$ cat src/rtl/booth_prod_acc_pkg.sv
// Shared definitions for the Booth product accumulator.
//   PW_DEF      : default product width (matches the multiplier result width)
//   state_t     : accumulator FSM state (ACC collecting, HOLD presenting a result)
//   sat_max/min : saturation limits for an AW-bit signed accumulator,
//                 returned in 64 bits; callers keep the low AW bits
//   ext_bits    : number of sign bits needed to widen a PW operand to AW
package booth_pkg;

  localparam int PW_DEF = 13;

  typedef enum logic {
    ACC  = 1'b0,
    HOLD = 1'b1
  } state_t;

  // Largest positive value of an aw-bit signed number: 2^(aw-1)-1.
  function automatic logic [63:0] sat_max(input int aw);
    return (64'd1 << (aw - 1)) - 64'd1;
  endfunction

  // Most negative aw-bit value; the bitwise complement of the maximum
  // has the low aw bits equal to 1000...0.
  function automatic logic [63:0] sat_min(input int aw);
    return ~sat_max(aw);
  endfunction

  function automatic int ext_bits(input int aw, input int pw);
    return aw - pw;
  endfunction

endpackage

$ cat src/rtl/booth_prod_acc_if.sv
// Stream bundle between the multiplier, the accumulator and the result sink.
//   in_valid/in_ready/in_prod/in_last     : product stream into the accumulator
//   out_valid/out_ready/out_sum/
//   out_count/out_ovf                     : result stream out of the accumulator
// Handshake rule for both streams: a beat transfers on a rising clock edge
// where valid and ready are both 1. The source keeps valid and its payload
// stable until that edge; ready may depend combinationally on the other side.
// Modport slave is the accumulator's view, master is the producer/sink view.
interface booth_prod_acc_if #(
  parameter int PW = 13,
  parameter int AW = 20,
  parameter int CW = 4
);

  logic          in_valid;
  logic          in_ready;
  logic [PW-1:0] in_prod;
  logic          in_last;
  logic          out_valid;
  logic          out_ready;
  logic [AW-1:0] out_sum;
  logic [CW-1:0] out_count;
  logic          out_ovf;

  modport master (
    output in_valid,
    output in_prod,
    output in_last,
    output out_ready,
    input  in_ready,
    input  out_valid,
    input  out_sum,
    input  out_count,
    input  out_ovf
  );

  modport slave (
    input  in_valid,
    input  in_prod,
    input  in_last,
    input  out_ready,
    output in_ready,
    output out_valid,
    output out_sum,
    output out_count,
    output out_ovf
  );

endinterface

$ cat src/rtl/booth_prod_acc_sat_add.sv
// Saturating signed adder: a (AW bits) + sign-extended b (PW bits).
//   a    : current accumulator value
//   b    : signed product
//   sum  : result clamped to the AW-bit signed range
//   ovf  : 1 when the true sum did not fit and was clamped
// Purely combinational.
module sat_add
  import booth_pkg::*;
#(
  parameter int AW = 20,
  parameter int PW = PW_DEF
) (
  input  logic [AW-1:0] a,
  input  logic [PW-1:0] b,
  output logic [AW-1:0] sum,
  output logic          ovf
);

  localparam int          EXT   = ext_bits(AW, PW);
  localparam logic [63:0] MAX64 = sat_max(AW);
  localparam logic [63:0] MIN64 = sat_min(AW);

  logic [AW:0] wide;

  // One guard bit: with both operands sign-extended to AW+1 bits the sum
  // cannot wrap, so a disagreement between the top two bits means overflow.
  assign wide = {a[AW-1], a} + {{(EXT + 1){b[PW-1]}}, b};
  assign ovf  = wide[AW] ^ wide[AW-1];

  always_comb begin
    sum = wide[AW-1:0];
    if (ovf) begin
      // Bit AW carries the true sign of the unclamped result.
      sum = wide[AW] ? MIN64[AW-1:0] : MAX64[AW-1:0];
    end
  end

endmodule

$ cat src/rtl/booth_prod_acc.sv
// Booth product accumulator: sums signed products from the multiplier into
// a wider saturating accumulator and emits one result per group.
//   clk       : rising-edge clock
//   rst_n     : asynchronous active-low reset
//   bus       : product input stream and result output stream (slave view)
//   state_dbg : current FSM state, for observation only
// A group closes after NACC products or on a product marked in_last. The
// result appears one cycle after the closing product and is held until the
// sink takes it. While a result is held, in_ready follows out_ready so a new
// group can start on the same edge that the result leaves.
module booth_prod_acc
  import booth_pkg::*;
#(
  parameter int PW   = PW_DEF,
  parameter int AW   = 20,
  parameter int NACC = 4,
  parameter int CW   = 4
) (
  input  logic clk,
  input  logic rst_n,
  booth_prod_acc_if.slave bus,
  output state_t state_dbg
);

  localparam logic [CW-1:0] NACC_C = CW'(NACC);
  localparam logic [CW-1:0] ONE_C  = CW'(1);

  state_t        state;
  state_t        state_n;

  logic [AW-1:0] acc;
  logic [CW-1:0] count;
  logic          ovf;

  logic [AW-1:0] out_sum_q;
  logic [CW-1:0] out_count_q;
  logic          out_ovf_q;

  // Holds in_ready low until the first edge after reset is released.
  logic          rdy_en;

  logic [AW-1:0] add_base;
  logic [AW-1:0] add_sum;
  logic          add_ovf;

  logic          in_ready_c;
  logic          out_valid_c;
  logic          in_xfer;
  logic          out_xfer;
  logic [CW-1:0] cnt_n;
  logic          ovf_n;
  logic          close;

  // A product taken while a result is held seeds a fresh group, so the
  // adder starts from zero instead of the finished group's sum.
  assign add_base = (state == HOLD) ? '0 : acc;

  sat_add #(
    .AW(AW),
    .PW(PW)
  ) u_add (
    .a  (add_base),
    .b  (bus.in_prod),
    .sum(add_sum),
    .ovf(add_ovf)
  );

  // Next-state and handshake decode.
  always_comb begin
    out_valid_c = 1'b0;
    in_ready_c  = 1'b0;
    in_xfer     = 1'b0;
    out_xfer    = 1'b0;
    cnt_n       = '0;
    ovf_n       = 1'b0;
    close       = 1'b0;
    state_n     = state;

    out_valid_c = (state == HOLD);
    in_ready_c  = rdy_en & ((state == ACC) | bus.out_ready);
    in_xfer     = bus.in_valid & in_ready_c;
    out_xfer    = out_valid_c & bus.out_ready;

    cnt_n = (state == HOLD) ? ONE_C : (count + ONE_C);
    ovf_n = ((state == HOLD) ? 1'b0 : ovf) | add_ovf;
    close = (cnt_n == NACC_C) | bus.in_last;

    // In HOLD an input transfer implies an output transfer, because
    // in_ready is gated by out_ready there.
    if (in_xfer) begin
      state_n = close ? HOLD : ACC;
    end else if (out_xfer) begin
      state_n = ACC;
    end
  end

  always_ff @(posedge clk or negedge rst_n) begin
    if (!rst_n) begin
      state <= ACC;
    end else begin
      state <= state_n;
    end
  end

  always_ff @(posedge clk or negedge rst_n) begin
    if (!rst_n) begin
      rdy_en      <= 1'b0;
      acc         <= '0;
      count       <= '0;
      ovf         <= 1'b0;
      out_sum_q   <= '0;
      out_count_q <= '0;
      out_ovf_q   <= 1'b0;
    end else begin
      rdy_en <= 1'b1;
      if (in_xfer) begin
        acc   <= add_sum;
        count <= cnt_n;
        ovf   <= ovf_n;
        // The closing product's result is captured on the same edge, so
        // out_valid rises one cycle after the closing transfer.
        if (close) begin
          out_sum_q   <= add_sum;
          out_count_q <= cnt_n;
          out_ovf_q   <= ovf_n;
        end
      end else if (out_xfer) begin
        acc   <= '0;
        count <= '0;
        ovf   <= 1'b0;
      end
    end
  end

  assign bus.in_ready  = in_ready_c;
  assign bus.out_valid = out_valid_c;
  assign bus.out_sum   = out_sum_q;
  assign bus.out_count = out_count_q;
  assign bus.out_ovf   = out_ovf_q;
  assign state_dbg     = state;

endmodule

$ cat src/flat_wrapper.sv
// flat-port wrapper written by rule: the top's interface ports become plain ports
module booth_prod_acc_flat import booth_pkg::*;
#(
  parameter int PW   = PW_DEF,
  parameter int AW   = 20,
  parameter int NACC = 4,
  parameter int CW   = 4
)
  (clk, rst_n, state_dbg, bus_in_valid, bus_in_prod, bus_in_last, bus_out_ready, bus_in_ready, bus_out_valid, bus_out_sum, bus_out_count, bus_out_ovf);
  booth_prod_acc_if #(.PW(PW), .AW(AW), .CW(CW)) bus_i ();
  input  logic clk;
  input  logic rst_n;
  output state_t state_dbg;
  input wire logic [$bits(bus_i.in_valid)-1:0] bus_in_valid;
  input wire logic [$bits(bus_i.in_prod)-1:0] bus_in_prod;
  input wire logic [$bits(bus_i.in_last)-1:0] bus_in_last;
  input wire logic [$bits(bus_i.out_ready)-1:0] bus_out_ready;
  output wire logic [$bits(bus_i.in_ready)-1:0] bus_in_ready;
  output wire logic [$bits(bus_i.out_valid)-1:0] bus_out_valid;
  output wire logic [$bits(bus_i.out_sum)-1:0] bus_out_sum;
  output wire logic [$bits(bus_i.out_count)-1:0] bus_out_count;
  output wire logic [$bits(bus_i.out_ovf)-1:0] bus_out_ovf;
  assign bus_i.in_valid = bus_in_valid;
  assign bus_i.in_prod = bus_in_prod;
  assign bus_i.in_last = bus_in_last;
  assign bus_i.out_ready = bus_out_ready;
  assign bus_in_ready = bus_i.in_ready;
  assign bus_out_valid = bus_i.out_valid;
  assign bus_out_sum = bus_i.out_sum;
  assign bus_out_count = bus_i.out_count;
  assign bus_out_ovf = bus_i.out_ovf;
  booth_prod_acc #(.PW(PW), .AW(AW), .NACC(NACC), .CW(CW)) u_core (.clk(clk), .rst_n(rst_n), .bus(bus_i), .state_dbg(state_dbg));
endmodule
$ cat config.mk
export PLATFORM = sky130hd
export DESIGN_NAME = booth_prod_acc_flat
export DESIGN_NICKNAME = d
export VERILOG_FILES = /design/src/rtl/booth_prod_acc_pkg.sv /design/src/rtl/booth_prod_acc_if.sv /design/src/rtl/booth_prod_acc_sat_add.sv /design/src/rtl/booth_prod_acc.sv /design/src/flat_wrapper.sv
export SDC_FILE = /design/constraint.sdc
export NUM_CORES = 1
export LEC_CHECK = 0
export CAP_MARGIN = 20
export CELL_PAD_IN_SITES_DETAIL_PLACEMENT = 0
export CELL_PAD_IN_SITES_GLOBAL_PLACEMENT = 1
export CORE_UTILIZATION = 25
export CTS_CLUSTER_DIAMETER = 150
export DETAILED_ROUTE_END_ITERATION = 7
export HOLD_SLACK_MARGIN = 0.05
export PLACE_DENSITY = 0.53
export SKIP_LAST_GASP = 1
export SLEW_MARGIN = 15
export SYNTH_ARGS = -nofsm -noshare
export SYNTH_HDL_FRONTEND = slang
export SYNTH_SLANG_ARGS = --single-unit
$ cat constraint.sdc
create_clock -name clk -period 9.33 [get_ports clk]
set_clock_uncertainty 0.2 [all_clocks]
set_input_delay 1.866 -clock clk [delete_from_list [all_inputs] [get_ports clk]]
set_output_delay 1.866 -clock clk [all_outputs]
set_load 0.005 [all_outputs]
==> results of run 1 <==
registers in the layout (all words and copies together) (netlist names):
name and count:
u_core.bus.out_sum 20, u_core.bus.out_valid 1, u_core.count 4, u_core.ovf 1
u_core.rdy_en 1, u_core.bus.out_count 4, u_core.bus.out_ovf 1, u_core.acc 20
metal layers:
layer  part of all wire [%]  track usage [%]
met5                      0                0
met4                    1.6             4.67
met3                    2.8             3.30
met2                     47             23.5
met1                     49             18.6
power by group through the flow:
stage / clock network (W) / registers, W / logic [W]
final: 0.000219 / 0.000383 / 0.000810
after global routing: 0.000234 / 0.000396 / 0.000903
after CTS: 0.000229 / 0.000384 / 0.000819
after detailed placement: 0 / 0.000387 / 0.000813
after global placement: 0 / 0.000385 / 0.000816
after floorplan: 0 / 0.000378 / 0.000544
stage by stage:
step           hold WS (ns)  cells  area (um2)  util, %  total power [W]
2_1_floorplan         0.241    377        3410        -         0.000922
3_3_place_gp          0.256    578        4000     30.1          0.00120
3_5_place_dp          0.261    578        4000     30.1          0.00120
4_1_cts               0.279    586        4170     31.4          0.00143
5_1_grt               0.300    586        4170     31.4          0.00153
6_report              0.276    586        4170     31.4          0.00141
final timing paths:
check / to / startpoint / slack, ns / depth (start not counted)
worst max register to register: u_core.bus.out_sum[18] / u_core.bus.out_valid / 5.20 / 10
worst max-delay path: u_core.bus.out_sum[18] / bus_in_prod[12] / 4.02 / 9
min in group asynchronous: u_core.acc[9] / rst_n / 1.47 / 2
max in group asynchronous: u_core.acc[14] / rst_n / 6.97 / 2
worst min-delay path: u_core.bus.out_count[1] / u_core.bus.out_count[1] / 0.28 / 2
worst min register to register: u_core.bus.out_count[1] / u_core.bus.out_count[1] / 0.28 / 2
kinds of logic after synthesis:
kind of cell             Yosys count
AO/OA/AOI/OAI                    129
XOR/XNOR                          15
adder cells (fa/ha/maj)           31
buffers and inverters             30
flip-flops                        52
multiplexers                       3
other                              1
AND/OR/NAND/NOR                  116
placed cells by master, fill, tap and decap left out, types with 8 or more instances in the layout:
cell type / netlist / layout
a21oi_1: 28 / 27
nor2_1: 12 / 12
clkdlybuf4s50_1: 0 / 44
dfrtp_1: 52 / 52
ha_1: 21 / 21
a22o_1: 9 / 9
nor2b_1: 24 / 24
a21o_1: 9 / 9
maj3_1: 9 / 9
a32o_1: 8 / 8
o21ai_0: 30 / 30
xnor2_1: 8 / 8
nand2_1: 50 / 50
o21ai_1: 9 / 9
worst reg2reg max path: stages, from the launching register on:
cell	delay [ns]
dfrtp_1	0.61
buf_4	0.36
nor2b_1	0.11
ha_1	0.35
a21oi_1	0.35
o211ai_1	0.17
a221o_1	0.37
or2_1	0.26
o211ai_4	0.57
a21oi_1	0.37
a22o_1	0.30
final cells by class:
class                      instances  area [um2]
fill                            1422        9130
multi-input combinational        295        1980
sequential                        52        1300
timing repair buffer              49         475
tap                              176         220
clock buffer                       6         129
clock inverter                     2        38.8
inverter                           6        22.5
==> impl_results.md, run 1 <==
- Largest net degree at the start of global routing: 53
- Vias in the first global route: 2955
- Total track usage: 14.4%
- Delay-heaviest family, CP: compound AO/OA/AOI/OAI gates
- Gate Count Post-Synth: 377
- Routed Wire Length: 9630 um
- Clock Path Buffers: 2
- Top post-synthesis cells by count: dfrtp_1 (52), nand2_1 (50), o21ai_0 (30)
- I/O pin total: 46
- GR Overflow Total: 0
- Initial Util: 25.7%
- Primary FF master, synth: dfrtp_1
- Max incr delay on CP: 0.60 ns
- Area share of the largest cell type after synthesis: 38.1%
- Routability Congestion: 0.854
- Worst Setup End Kind: flip-flop
- Crit path arrival time: 5.31 ns
- H-tree lvl count: 2
- Max Fclk: 188 MHz
- Worst-Margin Slew: 1.06 ns
- Slew margin rel.: 29.6%
- Most numerous cell in the Yosys netlist: dfrtp_1
- Resized cells post-CTS: 0
- LEAKAGE: 1.77 nW
- DRC viols: 0
- Setup Buffers After CTS: 0
- Sink Count: 52
- Multiplexer area fraction after synthesis: 0.916%
- Worst path required time: 9.33 ns
- Initial antenna violation count: 0
- First-iteration detailed-routing DRC count: 101
- Main combinational cell family by area after synthesis: compound AO/OA/AOI/OAI gates
- Final period demand of the worst path: 5.31 ns
- Synth area leader: dfrtp_1
- Final Max Slew Viols: 0
- Clock latency at the later pin of the worst-skew pair: 0.31 ns
- Comb pwr share: 57.4%
- Crit path launch type: input pin
- Psw: 0.000586 W
- Vias per cell: 4.95
- Crit path buffers/inverters: 1
- Die width: 119 um
- CTS Root Buffer Type: clkbuf_16
- Register share of total power: 27.1%
- Run status: completed
- Core area: 0.0133 mm2
- Top cells by area, synth: dfrtp_1 (38%), ha_1 (7.7%), nand2_1 (5.5%)
- Total number of vias: 2899
- Ys Warns: 0
- Synthesized cell area: 0.00341 mm2
- IO Port Bufs: 45
- Max Fanout on Critical Path: 19
- CTS Buf Count: 5
- Post-synth EDFFs: 0
- CTS tree: built
- Worst-path clk slew: 0.07 ns
- Compound-gate portion of the synthesized area: 25.5%
- Sw frac: 41.5%
- Worst hold path type: flip-flop to flip-flop
- CP max-delay cell: clkdlybuf4s50_1
- Ys async rst share: 100%
- Fraction of layout cells with a size suffix above 1: 5.12%
- Nets: 449
- Cts hold-fix bufs: 0
- First-pass GRT wire length: 15800 um
- Full die area: 0.0141 mm2
- # rows: 42
- Syn Nets: 417
- Post-synth cell types: 55
- DP Worst Slack: 3.69 ns
- #FFs+latches synth: 52
- CP Class: input pin to flip-flop
- XOR/XNOR Fraction of Synth Area: 3.85%
- Die Height: 119 um
- Antenna Cells: 0
- Clock share of power: 15.5%
- Simple-gate share of the synthesized area: 16.7%
- Top cell by count, worst path: a21oi_1
- Avg Cell Area, Syn: 9.05 um2
- Max-cap violation count: 0
- Synth-to-Final Area Change: 22.2%
- WL/cell: 16.4 um
- DP Wirelength: 7030 um
- RSZ-0062 raised after global routing: no
- PD cells: 339 mW/mm2
- Final Hold Viols: 0
- Synth Area in Adders: 10.9%
- Final setup TNS: 0 ns
- Final setup viols: 0
- Worst setup margin: 4.02 ns
- CP cell instances: clkdlybuf4s50_1 > ha_1 > a21oi_1 > o211ai_1 > a221o_1 > or2_1 > o211ai_4 > a21oi_1 > a22o_1
- DRT Pass-1 Iters: 4
- Final period util: 56.9%
- Seq/Total Area, Yosys: 38.1%
- Peak supply drop: 0.122 mV
- P_int: 0.000826 W
- DRT antenna net count: 0
No activity file was read; power rests on OpenSTA's default activity.
==> run 2, diff against run 1 <==
- PLACE_DENSITY: 0.53 -> 0.55
- clock period: 9.33 -> 4.5 ns (I/O delays scaled with it)
==> run 2 against run 1 <==
Compared with the run above:
- register-to-register slack lost 4.4 ns
- clock power grew 76%
- highest routed layer unchanged
- critical path type unchanged
- die area stayed put
- largest power group unchanged
==> impl_results.md, run 2 (same netlist as run 1, synthesis figures left out) <==
- Worst path required time: 4.48 ns
- Vias in the first global route: 2958
- Worst-path clk slew: 0.07 ns
- Crit path launch type: input pin
- Final setup TNS: 0 ns
- Final period demand of the worst path: 3.98 ns
- Final setup viols: 0
- Initial Util: 25.7%
- CP Class: input pin to flip-flop
- Slew margin rel.: 57.6%
- Resized cells post-CTS: 0
- First-pass GRT wire length: 15900 um
- Synth-to-Final Area Change: 22.8%
- Cts hold-fix bufs: 0
- RSZ-0062 raised after global routing: no
- Total power: 0.00289 W
- IO Port Bufs: 45
- CTS Root Buffer Type: clkbuf_16
- PD cells: 689 mW/mm2
- CTS Buf Count: 5
- Most common cell after layout, fill and taps aside: dfrtp_1
- Final Max Slew Viols: 0
- CP cell instances: clkdlybuf4s50_1 > ha_1 > a21oi_1 > o211ai_1 > a221o_1 > or2_1 > o211ai_4 > buf_4 > maj3_1 > o21ai_0
- Worst hold path type: flip-flop to flip-flop
- Die width: 119 um
- Worst-Margin Slew: 0.633 ns
- Max-cap violation count: 0
- GR Overflow Total: 0
- Max incr delay on CP: 0.57 ns
- DP Wirelength: 7210 um
- Initial antenna violation count: 0
- DRT antenna net count: 0
- Worst Setup End Kind: flip-flop
- Most frequent cells in the layout: dfrtp_1 (52), nand2_1 (50), clkdlybuf4s50_1 (44)
- WL/cell: 16.2 um
- Peak supply drop: 0.214 mV
- Max Fclk: 251 MHz
- Vias per cell: 4.94
- Final Hold Viols: 0
- Sink Count: 52
- Antenna Cells: 0
- Full die area: 0.0141 mm2
- Final period util: 88.4%
- Run status: completed
- DRC viols: 0
- Die Height: 119 um
- # rows: 42
- Fraction of layout cells with a size suffix above 1: 6.24%
- LEAKAGE: 1.79 nW
- DRT Pass-1 Iters: 4
- Total number of vias: 2929
- Setup Buffers After CTS: 0
- First-iteration detailed-routing DRC count: 164
- Routability Congestion: 0.881
- Total track usage: 14.4%
- Max Fanout on Critical Path: 11
- Clock Path Buffers: 2
- Clock latency at the later pin of the worst-skew pair: 0.29 ns
- Routed Wire Length: 9630 um
- Core area: 0.0133 mm2
- CTS tree: built
- H-tree lvl count: 2
- # fillers: 1407
- CP max-delay cell: clkdlybuf4s50_1
- Crit path arrival time: 3.96 ns
- Largest net degree at the start of global routing: 33
- I/O pin total: 46
- Nets: 456
-- run 2: area by class of cell --
| class | count | area [um2] | area share, % |
|---|---|---|---|
| Clock inverter | 1 | 8.76 | 0.209 |
| Tap cell | 176 | 220 | 5.25 |
| Inverter | 6 | 22.5 | 0.537 |
| Sequential cell | 52 | 1300 | 31.0 |
| Multi-Input combinational cell | 295 | 1980 | 47.2 |
| Timing Repair Buffer | 56 | 528 | 12.6 |
| Clock buffer | 7 | 133 | 3.16 |
-- run 2: where the power goes --
group	leakage, nW	switching [W]	internal [W]	total [W]
clock network	0.0681	0.000177	0.000208	0.000386
registers	0.648	0.000118	0.000675	0.000793
logic	1.08	0.000911	0.000799	0.00171
-- run 2: routing by layer --
metal | up-vias | part of all wire (%) | global-route usage [%]
met1 | 1397 | 49 | 19.6
met4 | 0 | 0.92 | 3.48
met5 | - | 0 | 0
met3 | 8 | 3.4 | 2.44
li1 | 1457 | - | -
met2 | 67 | 46 | 23.6
-- run 2: final timing paths --
check | start | endpoint | slack, ns | cells after the start
setup reg to reg | u_core.bus.out_valid | u_core.bus.out_sum[5] | 0.81 | 11
max in group asynchronous | rst_n | u_core.bus.out_count[0] | 2.89 | 2
hold / removal | u_core.bus.out_count[1] | u_core.bus.out_count[1] | 0.27 | 2
setup / recovery | bus_in_prod[12] | u_core.bus.out_sum[5] | 0.52 | 10
min in group asynchronous | rst_n | u_core.bus.out_sum[5] | 0.38 | 1
hold reg to reg | u_core.bus.out_count[1] | u_core.bus.out_count[1] | 0.27 | 2
-- run 2: per-stage QoR --
stage	area (um2)	hold slack (ns)	std cells	worst slack, ns	utilization [%]
6_report	4190	0.273	593	0.521	31.5
5_1_grt	4190	0.292	593	0.312	31.5
4_1_cts	4190	0.281	593	0.530	31.5
3_5_place_dp	4050	0.264	585	0.209	30.5
3_3_place_gp	4050	0.262	585	0.263	30.5
2_1_floorplan	3410	0.241	377	1.14	-
-- run 2: critical path: cells and delay by family --
family / cells / cell delay (ns)
AND/OR/NAND/NOR: 1 / 0.26
adder cells (fa/ha/maj): 2 / 0.65
buffers and inverters: 2 / 0.84
AO/OA/AOI/OAI: 5 / 1.31
==> run 3, diff against run 2 <==
- MAX_ROUTING_LAYER: default -> met4
- PLACE_DENSITY: 0.55 -> default
- PLACE_DENSITY_LB_ADDON: default -> 0.1
==> run 3 against run 2 <==
Compared with the run above:
- combinational power rose by 3%
- total power is 1.7% higher
- hold slack worse by 0.0030 ns
- non-clock buffer count increased by 4
- critical path type unchanged
- core utilization up 0.23 points
- highest routed layer unchanged
- via count increased by 0.61%
- sequential share of layout area fell by 0.22 points
- largest cell class unchanged
- register-to-register slack improved by 0.18 ns
- critical path depth stayed put
==> impl_results.md, run 3 (same netlist as run 1, synthesis figures left out) <==
- Run status: completed
- Max-cap violation count: 0
- IO Port Bufs: 45
- Crit path buffers/inverters: 2
- Total power: 0.00294 W
- Vias in the first global route: 3087
- Max Fclk: 252 MHz
- Register share of total power: 27.0%
- CP cell instances: clkdlybuf4s50_1 > ha_1 > a21oi_1 > o211ai_1 > a221o_1 > or2_1 > o211ai_4 > buf_4 > maj3_1 > o21ai_0
- Peak supply drop: 0.204 mV
- LEAKAGE: 1.81 nW
- DRC viols: 0
- Psw: 0.00125 W
- Hold Startpoint: u_core.bus.out_count[1]
- # rows: 42
- Final setup viols: 0
- WP depth: 10
- Nets: 460
- CTS Root Buffer Type: clkbuf_16
- Clock share of power: 13.3%
- CP Class: input pin to flip-flop
- Resized cells post-CTS: 0
- Final setup TNS: 0 ns
- Final Max Slew Viols: 0
- DRT Pass-1 Iters: 4
- Sw frac: 42.4%
- Synth-to-Final Area Change: 23.7%
- First-pass GRT wire length: 16700 um
- DP Wirelength: 7630 um
- Crit path arrival time: 3.93 ns
- CTS tree: built
- Fin Hold WS: 0.270 ns
- Delay-heaviest family, CP: compound AO/OA/AOI/OAI gates
- R2R cell count: 11
- P_int: 0.00169 W
- Total track usage: 15.7%
- Final period demand of the worst path: 3.96 ns
- Worst Setup End Kind: flip-flop
- Die Height: 119 um
- Max incr delay on CP: 0.57 ns
- Worst setup margin: 0.539 ns
- Cts hold-fix bufs: 0
- Routed Wire Length: 10200 um
- GR Overflow Total: 0
- First-iteration detailed-routing DRC count: 147
- Initial antenna violation count: 0
- RSZ-0062 raised after global routing: no
- Most common cell after layout, fill and taps aside: dfrtp_1
- Worst-Margin Slew: 0.669 ns
- Fraction of layout cells with a size suffix above 1: 7.13%
- Clock Path Buffers: 2
- Final Hold Viols: 0
- Full die area: 0.0141 mm2
- Worst path required time: 4.46 ns
- Max Fanout on Critical Path: 11
- Initial Util: 25.7%
- Worst-path clk slew: 0.07 ns
- Worst hold path type: flip-flop to flip-flop
- R2R Path End: u_core.bus.out_sum[9]
- Largest net degree at the start of global routing: 37
- Clock latency at the later pin of the worst-skew pair: 0.30 ns
- CTS Buf Count: 5
- CP endpoint: u_core.bus.out_sum[9]
- Total number of vias: 2947
- Hold path depth: 2
- Core area: 0.0133 mm2
- DRT antenna net count: 0
- Sink Count: 52
- Reg2reg start: u_core.bus.out_valid
- Comb pwr share: 59.7%
- Crit path launch type: input pin
- Slew margin rel.: 55.4%
- PD cells: 696 mW/mm2
- Routability Congestion: 0.916
- Dpl cells: 589
- I/O pin total: 46
- Critical path origin: bus_in_prod[12]
- Antenna Cells: 0
- WL/cell: 17.1 um
- DP Worst Slack: 0.250 ns
- Final period util: 88.0%
- Most frequent cells in the layout: dfrtp_1 (52), nand2_1 (50), clkdlybuf4s50_1 (44)
- R2R Setup Slk: 0.99 ns
- Die width: 119 um
- CP max-delay cell: clkdlybuf4s50_1
- Final Non-Filler Cells: 597
- Vias per cell: 4.94
- Setup Buffers After CTS: 0
- H-tree lvl count: 2
==> run 3: cell count changes in the layout (fill, tap and decap cells not counted), sizes merged <==
cell / delta
buf: +4
==> run 3: through the flow <==
step	util (%)	instance area, um2
finish	31.8	4220
global route	31.8	4220
CTS	31.8	4220
detailed placement	30.7	4080
global placement	30.7	4080
floorplan	-	3410
==> run 3: metal layers <==
metal,GRT usage [%],wire length (um),vias to the layer above
met2,24.7,4700,53
met4,5.06,186,0
met5,-,0,-
met1,20.8,5050,1428
li1,-,-,1455
met3,2.20,261,11
==> run 3: worst min path at each step <==
stage,end,slack (ns)
6_report,u_core.bus.out_count[1],0.27
5_1_grt,u_core.bus.out_count[2],0.30
4_1_cts,u_core.bus.out_count[1],0.28
3_5_place_dp,u_core.bus.out_count[1],0.26
3_3_place_gp,u_core.bus.out_count[1],0.26
2_1_floorplan,u_core.acc[16],0.24
==> run 3: area by class of cell <==
cell class / count / area [um2]
flip-flops and latches: 52 / 1300
clock buffers: 7 / 133
well taps: 176 / 220
multi-input cells: 295 / 1980
repair buffers: 60 / 558
fillers: 1434 / 9070
inverters: 6 / 22.5
clock inverters: 1 / 8.76
==> run 3: power groups by stage <==
| stage | Sequential [W] | Combinational, W | Clock, W |
|---|---|---|---|
| 2_1_floorplan | 0.000784 | 0.00113 | 0 |
| 3_3_place_gp | 0.000801 | 0.00178 | 0 |
| 3_5_place_dp | 0.000804 | 0.00176 | 0 |
| 4_1_cts | 0.000798 | 0.00177 | 0.000405 |
| 5_1_grt | 0.000824 | 0.00194 | 0.000418 |
| 6_report | 0.000793 | 0.00176 | 0.000391 |
==> run 3: worst register-to-register path, stage by stage (launching register included) <==
cell      delay, ns
dfrtp_1        0.39
buf_4          0.22
nor2b_1        0.23
ha_1           0.32
a21oi_1        0.35
o211ai_1       0.14
a221o_1        0.35
or2_1          0.26
o211ai_4       0.36
buf_4          0.28
maj3_1         0.19
o21ai_0        0.09
